File: src/rtl/storage_loader.sv
// storage_loader: deserialises MSB-first serial bytes and writes WORDS of them
// into consecutive addresses of a 4x8 storage block. One byte is written per
// WRITE cycle, and a one-cycle done pulse follows the last write.
// Optional feature: define PARITY_CHK_EN to expect a 9th even-parity bit
// after every byte. In that build a bad byte is dropped and the sticky err
// output is set.
`timescale 1ns/1ps

module storage_loader #(
  parameter int WORDS = 4
) (
  input  logic       clk,
  input  logic       rst,
  input  logic       start,
  input  logic       sdi,
  input  logic       sdi_en,
`ifdef PARITY_CHK_EN
  output logic       err,
`endif
  output logic       wr,
  output logic [1:0] addr,
  output logic [7:0] d,
  output logic       busy,
  output logic       done
);

  // Word index of the final write in a sequence.
  localparam logic [2:0] LAST_WORD = 3'(WORDS - 1);

  typedef enum logic [2:0] {
    S_IDLE,
    S_SHIFT,
`ifdef PARITY_CHK_EN
    S_PARITY,
`endif
    S_WRITE,
    S_DONE
  } state_t;

  state_t      state_q, state_d;
  logic [2:0]  bit_cnt_q, bit_cnt_d;
  logic [2:0]  word_cnt_q, word_cnt_d;
  logic [1:0]  addr_q, addr_d;
  logic [7:0]  data_q, data_d;
  logic [7:0]  shift_q, shift_d;
  logic [7:0]  shift_in;
`ifdef PARITY_CHK_EN
  logic        err_q, err_d;
`endif

  // State register and datapath flops; reset clears everything asynchronously.
  always_ff @(posedge clk or negedge rst) begin
    // NOTE: non-blocking assignments keep every flop sampling pre-edge values.
    if (!rst) begin
      state_q    <= S_IDLE;
      bit_cnt_q  <= '0;
      word_cnt_q <= '0;
      addr_q     <= '0;
      data_q     <= '0;
      shift_q    <= '0;
`ifdef PARITY_CHK_EN
      err_q      <= 1'b0;
`endif
    end else begin
      state_q    <= state_d;
      bit_cnt_q  <= bit_cnt_d;
      word_cnt_q <= word_cnt_d;
      addr_q     <= addr_d;
      data_q     <= data_d;
      shift_q    <= shift_d;
`ifdef PARITY_CHK_EN
      err_q      <= err_d;
`endif
    end
  end

  // Next-state and datapath update for the load sequence.
  always_comb begin
    // NOTE: every target gets a hold default first so no path can infer a latch.
    state_d    = state_q;
    bit_cnt_d  = bit_cnt_q;
    word_cnt_d = word_cnt_q;
    addr_d     = addr_q;
    data_d     = data_q;
    shift_d    = shift_q;
`ifdef PARITY_CHK_EN
    err_d      = err_q;
`endif
    // The shift register is 8 bits wide, so the oldest bit falls off the top.
    shift_in   = 8'({shift_q, sdi});

    case (state_q)
      S_IDLE: begin
        if (start) begin
          state_d    = S_SHIFT;
          bit_cnt_d  = '0;
          word_cnt_d = '0;
          addr_d     = '0;
          shift_d    = '0;
        end
      end

      S_SHIFT: begin
        if (sdi_en) begin
          shift_d   = shift_in;
          bit_cnt_d = bit_cnt_q + 3'd1;
          if (bit_cnt_q == 3'd7) begin
`ifdef PARITY_CHK_EN
            state_d = S_PARITY;
`else
            state_d = S_WRITE;
            data_d  = shift_in;
`endif
          end
        end
      end

`ifdef PARITY_CHK_EN
      // Even parity: the byte and its parity bit must XOR to zero.
      S_PARITY: begin
        if (sdi_en) begin
          bit_cnt_d = '0;
          if ((^shift_q ^ sdi) == 1'b0) begin
            state_d = S_WRITE;
            data_d  = shift_q;
          end else begin
            err_d   = 1'b1;
            state_d = S_SHIFT;
            shift_d = '0;
          end
        end
      end
`endif

      S_WRITE: begin
        addr_d     = addr_q + 2'd1;
        word_cnt_d = word_cnt_q + 3'd1;
        bit_cnt_d  = '0;
        state_d    = (word_cnt_q == LAST_WORD) ? S_DONE : S_SHIFT;
      end

      S_DONE: begin
        state_d = S_IDLE;
      end

      default: begin
        state_d = S_IDLE;
      end
    endcase
  end

  // Output decode: the strobes come from the registered state, and the data
  // outputs come straight from flops.
  always_comb begin
    wr   = (state_q == S_WRITE);
    busy = (state_q != S_IDLE);
    done = (state_q == S_DONE);
    addr = addr_q;
    d    = data_q;
`ifdef PARITY_CHK_EN
    err  = err_q;
`endif
  end

endmodule

File: config.mk
export PLATFORM = sky130hd
export DESIGN_NAME = storage_loader
export DESIGN_NICKNAME = d
export VERILOG_FILES = /design/src/rtl/storage_loader.sv
export SDC_FILE = /design/constraint.sdc
export NUM_CORES = 1
export LEC_CHECK = 0
export BUFFER_PORTS_ARGS = -buffer_cell sky130_fd_sc_hd__buf_2
export CAP_MARGIN = 20
export CORE_ASPECT_RATIO = 1.5
export CORE_UTILIZATION = 45
export CTS_CLUSTER_SIZE = 25
export DETAILED_ROUTE_END_ITERATION = 12
export MAX_ROUTING_LAYER = met4
export PLACE_DENSITY_LB_ADDON = 0.05
export SETUP_SLACK_MARGIN = 0.05
export SYNTH_ARGS = -nofsm -noshare
export SYNTH_HDL_FRONTEND = slang
export SYNTH_SLANG_ARGS = --single-unit
File: constraint.sdc
create_clock -name clk -period 2.26 [get_ports clk]
set_clock_uncertainty 0.2 [all_clocks]
set_input_delay 0.113 -clock clk [delete_from_list [all_inputs] [get_ports clk]]
set_output_delay 0.113 -clock clk [all_outputs]
set_load 0.01 [all_outputs]
* Word level (Yosys, flattened, before mapping)
Index checks and enable logic that the tools add are counted.
** Storage, ports and cells
- Register bits after elaboration :: 26
- Word-level logic and storage cells :: 41
** Cells by class
- $add $sub $neg :: 3
- Equality and inequality tests :: 8
- Multiplexer cells :: 14
- Reductions and logical operators :: 10
** Operators with widths (number)
- case mux 3 bit (3 select lines) :: 2
- 2-to-1 mux 3 bit :: 5
- 2-to-1 mux 7 bit :: 2
- case mux 7 bit (2 select lines) :: 1
- AND reduction 3 bit :: 4
- equality test 3 x 2 -> 1 bit, second input constant :: 3
- adder 3 x 1 -> 3 bit, second input constant :: 2
- inequality test 2 bit, second input constant :: 3
- case mux 3 bit (2 select lines) :: 1
- nonzero test 3 bit :: 2
- 2-to-1 mux 2 bit :: 2
- case mux 2 bit (2 select lines) :: 1
- nonzero test 2 bit :: 2
- equality test 3 x 1 -> 1 bit, second input constant :: 1
- equality test 3 bit, second input constant :: 1
- logical NOT 3 bit :: 1
- adder 2 x 1 -> 2 bit, second input constant :: 1
- AND reduction 2 bit :: 1

* Longest topological paths before layout
- Depth after elaboration :: 4
- Mapped depth :: 5

* Worst setup path before layout
OpenSTA, ideal clock, no wires.
- Kind :: register -> register
- Start :: register bit_cnt_q[0]
- End :: register data_q[0], in the netlist d[0]
- Library setup time :: 125 ps
- Data arrival time :: 1273 ps
- Data required time :: 1935 ps
- Path slack :: 662 ps
- Stages on the path, launching flop included :: 5
- Buffers on the path :: 0
- Clock period less this slack :: 1598 ps
- Cells stage by stage :: dfrtp_1 > ha_1 > ha_1 > nand4b_4 > mux2_2
** On the way
- Word-level cells in the longest chain between the ends :: 2
** RTL lines
- start: declaration :: RTL line 41 : logic [2:0] bit_cnt_q, bit_cnt_d;
- start signal: assignment :: RTL line 66 : bit_cnt_q <= bit_cnt_d;
- equality test 3 bit :: RTL line 107 : if (bit_cnt_q == 3'd7) begin
- AND reduction 3 bit (no source line)
- end signal: assignment :: RTL line 69 : data_q <= data_d;
- end: declaration :: RTL line 44 : logic [7:0] data_q, data_d;
Every way passes these cells.
A chain may end at the register's enable or synchronous reset.

* Worst setup path in the final report
- Start :: register state_q[0]
- End :: output port wr
** On the way
- Word-level cells in the longest chain between the ends :: 1
** RTL lines
- start: declaration :: RTL line 40 : state_t state_q, state_d;
- start signal: assignment :: RTL line 65 : state_q <= state_d;
- equality test 3 x 2 -> 1 bit :: RTL line 155 : wr = (state_q == S_WRITE);
- end: declaration :: RTL line 20 : output logic wr,
Every way passes these cells.

==> flow_summary.yaml <==
pwr:
  intPower_w: 0.000868
  power.switching_w: 0.000467
  clkPwrFrac_pct: 14.7
  comb_power_share_pct: 28.7
  power.leakage_nw: 0.703
  p_sw_share_pct: 35.0
  seqPwrFrac_pct: 56.6
  ir_worst_vdd_mv: 0.529
  power_density_nw_per_um2: 1020
  power.total_w: 0.00133
detailed_routing:
  dr_total_vias: 822
  viasPerCell: 5.63
  drtAntennaViolNets: 0
  drc: 2
  post_drt_wl_per_cell_um: 13.7
  drt-total-wl_um: 2000
  first_iter_violations: 14
  firstDrtPassIters: 8
critical_path:
  path_cells: "nand2b_1 -> inv_1 -> buf_2"
  crit_family: "flip-flops"
  crit_fanout: 25
  cpPeakStageDelay_ns: 0.85
  slowest_stage: "dfrtp_1"
  start_kind: "flop"
  path_class: "flop to output port"
  arrival_ns: 1.65
  crit_required_ns: 1.95
  crit_path_end_kind: "output port"
  crit_buf_inv: 2
sta:
  hold_viol: 0
  fin_crit_sh_pct: 86.7
  setup_viol: 0
  rsz0062_at_grt: "no"
  fmax_mhz: 510
  relSlewSlack_pct: 49.6
  tns_ns: 0
  period_needed_ns: 1.96
  slew_viol_final: 0
  fin_ws_ns: 0.299
  tightest_slew_ns: 0.756
cells_and_area:
  drive_gt1_share_pct: 25.4
  area_growth_pct: 11.6
  nNetsFinal: 132
  antennaDiodeCount: 0
cts:
  cts_setup_buffers: 0
  clk_pin_slew_ns: 0.13
  clockBufferDepth: 2
  cts_tree: "yes"
  cts-htree-levels: 1
  numCtsBuffers: 3
  cts-resized-gates: 0
  cts_sinks: 25
  clk_latency_ns: 0.31
  cts-root-buf: "clkbuf_4"
  holdBufCountCts: 4
die:
  fp.dieH_um: 64.4
  fp.dieArea_um2: 2810
  start_util_pct: 47.7
  rows: 22
  design.core.area_um2: 2450
  chipWidth_um: 43.6
  ios: 18
synth:
  yosys.area.top_type_share_pct: 53.6
  postSynthCellCount: 103
  synth.distinct_cells: 26
  ys_ff_latch: 25
  yosys-top-cells-area: "dfrtp_1 54%, mux2_2 8.7%, nand2_1 7.1%, a32oi_1 5.3%, ha_1 4.3%"
  yosys_warnings: 0
  synth_nets: 112
  syn-cell-area_um2: 1170
  avgSynthCellArea_um2: 11.3
  synth_seq_area_share_pct: 53.6
  synth_top_area_cell: "dfrtp_1"
placed_design:
  portBuffers: 17
  dp_hpwl_um: 1370
  dp_worst_setup_slack_ns: 0.448
  gp_congestion: 0.722
global_routing:
  grt-ovfl-total: 0
  antenna_found_initial: 0
  grt_pass1_wl_um: 3400
  grt_pass1_vias: 765
  grt_max_degree: 26
  grt_usage_pct: 16.5
run_status:
  status: "complete, but fails checks"
  failed_checks: "design-rule violations"
min_path:
  hold_class: "primary input to asynchronous set/reset pin"
job:
  max_cap_viol_count: 0
==> cells in the mapped netlist <==
| cell | number |
|---|---|
| nand3b_1 | 1 |
| a31oi_1 | 3 |
| nor4b_1 | 1 |
| o21ai_0 | 3 |
| nand2_1 | 22 |
| ha_1 | 4 |
| dfrtp_1 | 25 |
| nor2_1 | 2 |
| and2b_1 | 1 |
| nand3_1 | 3 |
| o21bai_1 | 2 |
| clkbuf_1 | 1 |
| nor2b_1 | 1 |
| nand2b_1 | 2 |
| nand4b_4 | 1 |
| a22o_1 | 2 |
| mux2_2 | 9 |
| nor3b_1 | 2 |
| a32oi_1 | 7 |
| or2_2 | 1 |
| buf_6 | 2 |
| o21ai_1 | 2 |
| and2_1 | 1 |
| buf_4 | 2 |
| inv_1 | 2 |
| buf_2 | 1 |
==> placed cells by master, fill, tap and decap left out, drive strengths merged <==
master       count
a22o             2
a31oi            3
a32oi            7
and2             1
and2b            1
buf             17
clkbuf           4
dfrtp           25
dlygate4sd3      4
ha               4
inv              2
mux2             9
nand2           22
nand2b           2
nand3            3
nand3b           1
nand4b           1
nor2             2
nor2b            1
nor3b            2
nor4b            1
o21ai            5
o21bai           2
or2              1
==> cell families after synthesis <==
logic type,count (synthesis),share of synthesized area [%]
AND/OR/NAND/NOR,38,17.0
flip-flops,25,53.6
AO/OA/AOI/OAI,19,11.8
multiplexers,9,8.68
buffers and inverters,8,4.61
adder cells (fa/ha/maj),4,4.29
==> final timing paths <==
path                               startpoint       endpoint  slack (ns)  depth (start not counted)
worst max-delay path               state_q[0]             wr        0.30                          3
worst min register to register  word_cnt_q[2]  word_cnt_q[2]        0.31                          2
min in group clk                word_cnt_q[2]  word_cnt_q[2]        0.31                          2
worst min-delay path                      rst  word_cnt_q[2]        0.09                          2
max in group asynchronous                 rst   bit_cnt_q[1]        1.42                          2
worst max register to register     state_q[0]           d[7]        0.41                          2
==> final cells by class <==
class | instances | area (um^2)
Tap cell | 24 | 30.0
Timing Repair Buffer | 21 | 125
Inverter | 2 | 7.51
Sequential cell | 25 | 626
Fill cell | 220 | 1150
Clock buffer | 4 | 26.3
Multi-Input combinational cell | 70 | 488
==> routing by layer <==
metal / global-route usage [%] / share of wire [%] / vias up
li1: - / - / 402
met1: 20.1 / 46 / 401
met2: 26.3 / 50 / 15
met3: 1.69 / 2.3 / 4
met4: 8.98 / 2.0 / 0
met5: - / 0 / -
==> sequential cells by signal, indices dropped and copies added, names as in the netlist <==
signal      flops
d               8
shift_q         7
bit_cnt_q       3
word_cnt_q      3
addr            2
state_q         2
==> power groups by stage <==
stage / Sequential (W) / Combinational (W) / Clock, W
floorplan: 0.000720 / 0.000316 / 0
global placement: 0.000754 / 0.000376 / 0
finish: 0.000755 / 0.000383 / 0.000197
global route: 0.000780 / 0.000433 / 0.000226
CTS: 0.000753 / 0.000389 / 0.000208
detailed placement: 0.000763 / 0.000383 / 0
==> stage by stage <==
| stage | cell area [um^2] | hold WS, ns | cells | utilization (%) |
|---|---|---|---|---|
| finish | 1300 | 0.0911 | 146 | 53.2 |
| global route | 1300 | 0.132 | 146 | 53.2 |
| CTS | 1300 | 0.110 | 146 | 53.2 |
| detailed placement | 1240 | -0.0659 | 138 | 50.5 |
| global placement | 1240 | -0.0724 | 138 | 50.5 |
| floorplan | 1170 | -0.383 | 103 | - |
No activity file was read; power rests on OpenSTA's default activity.
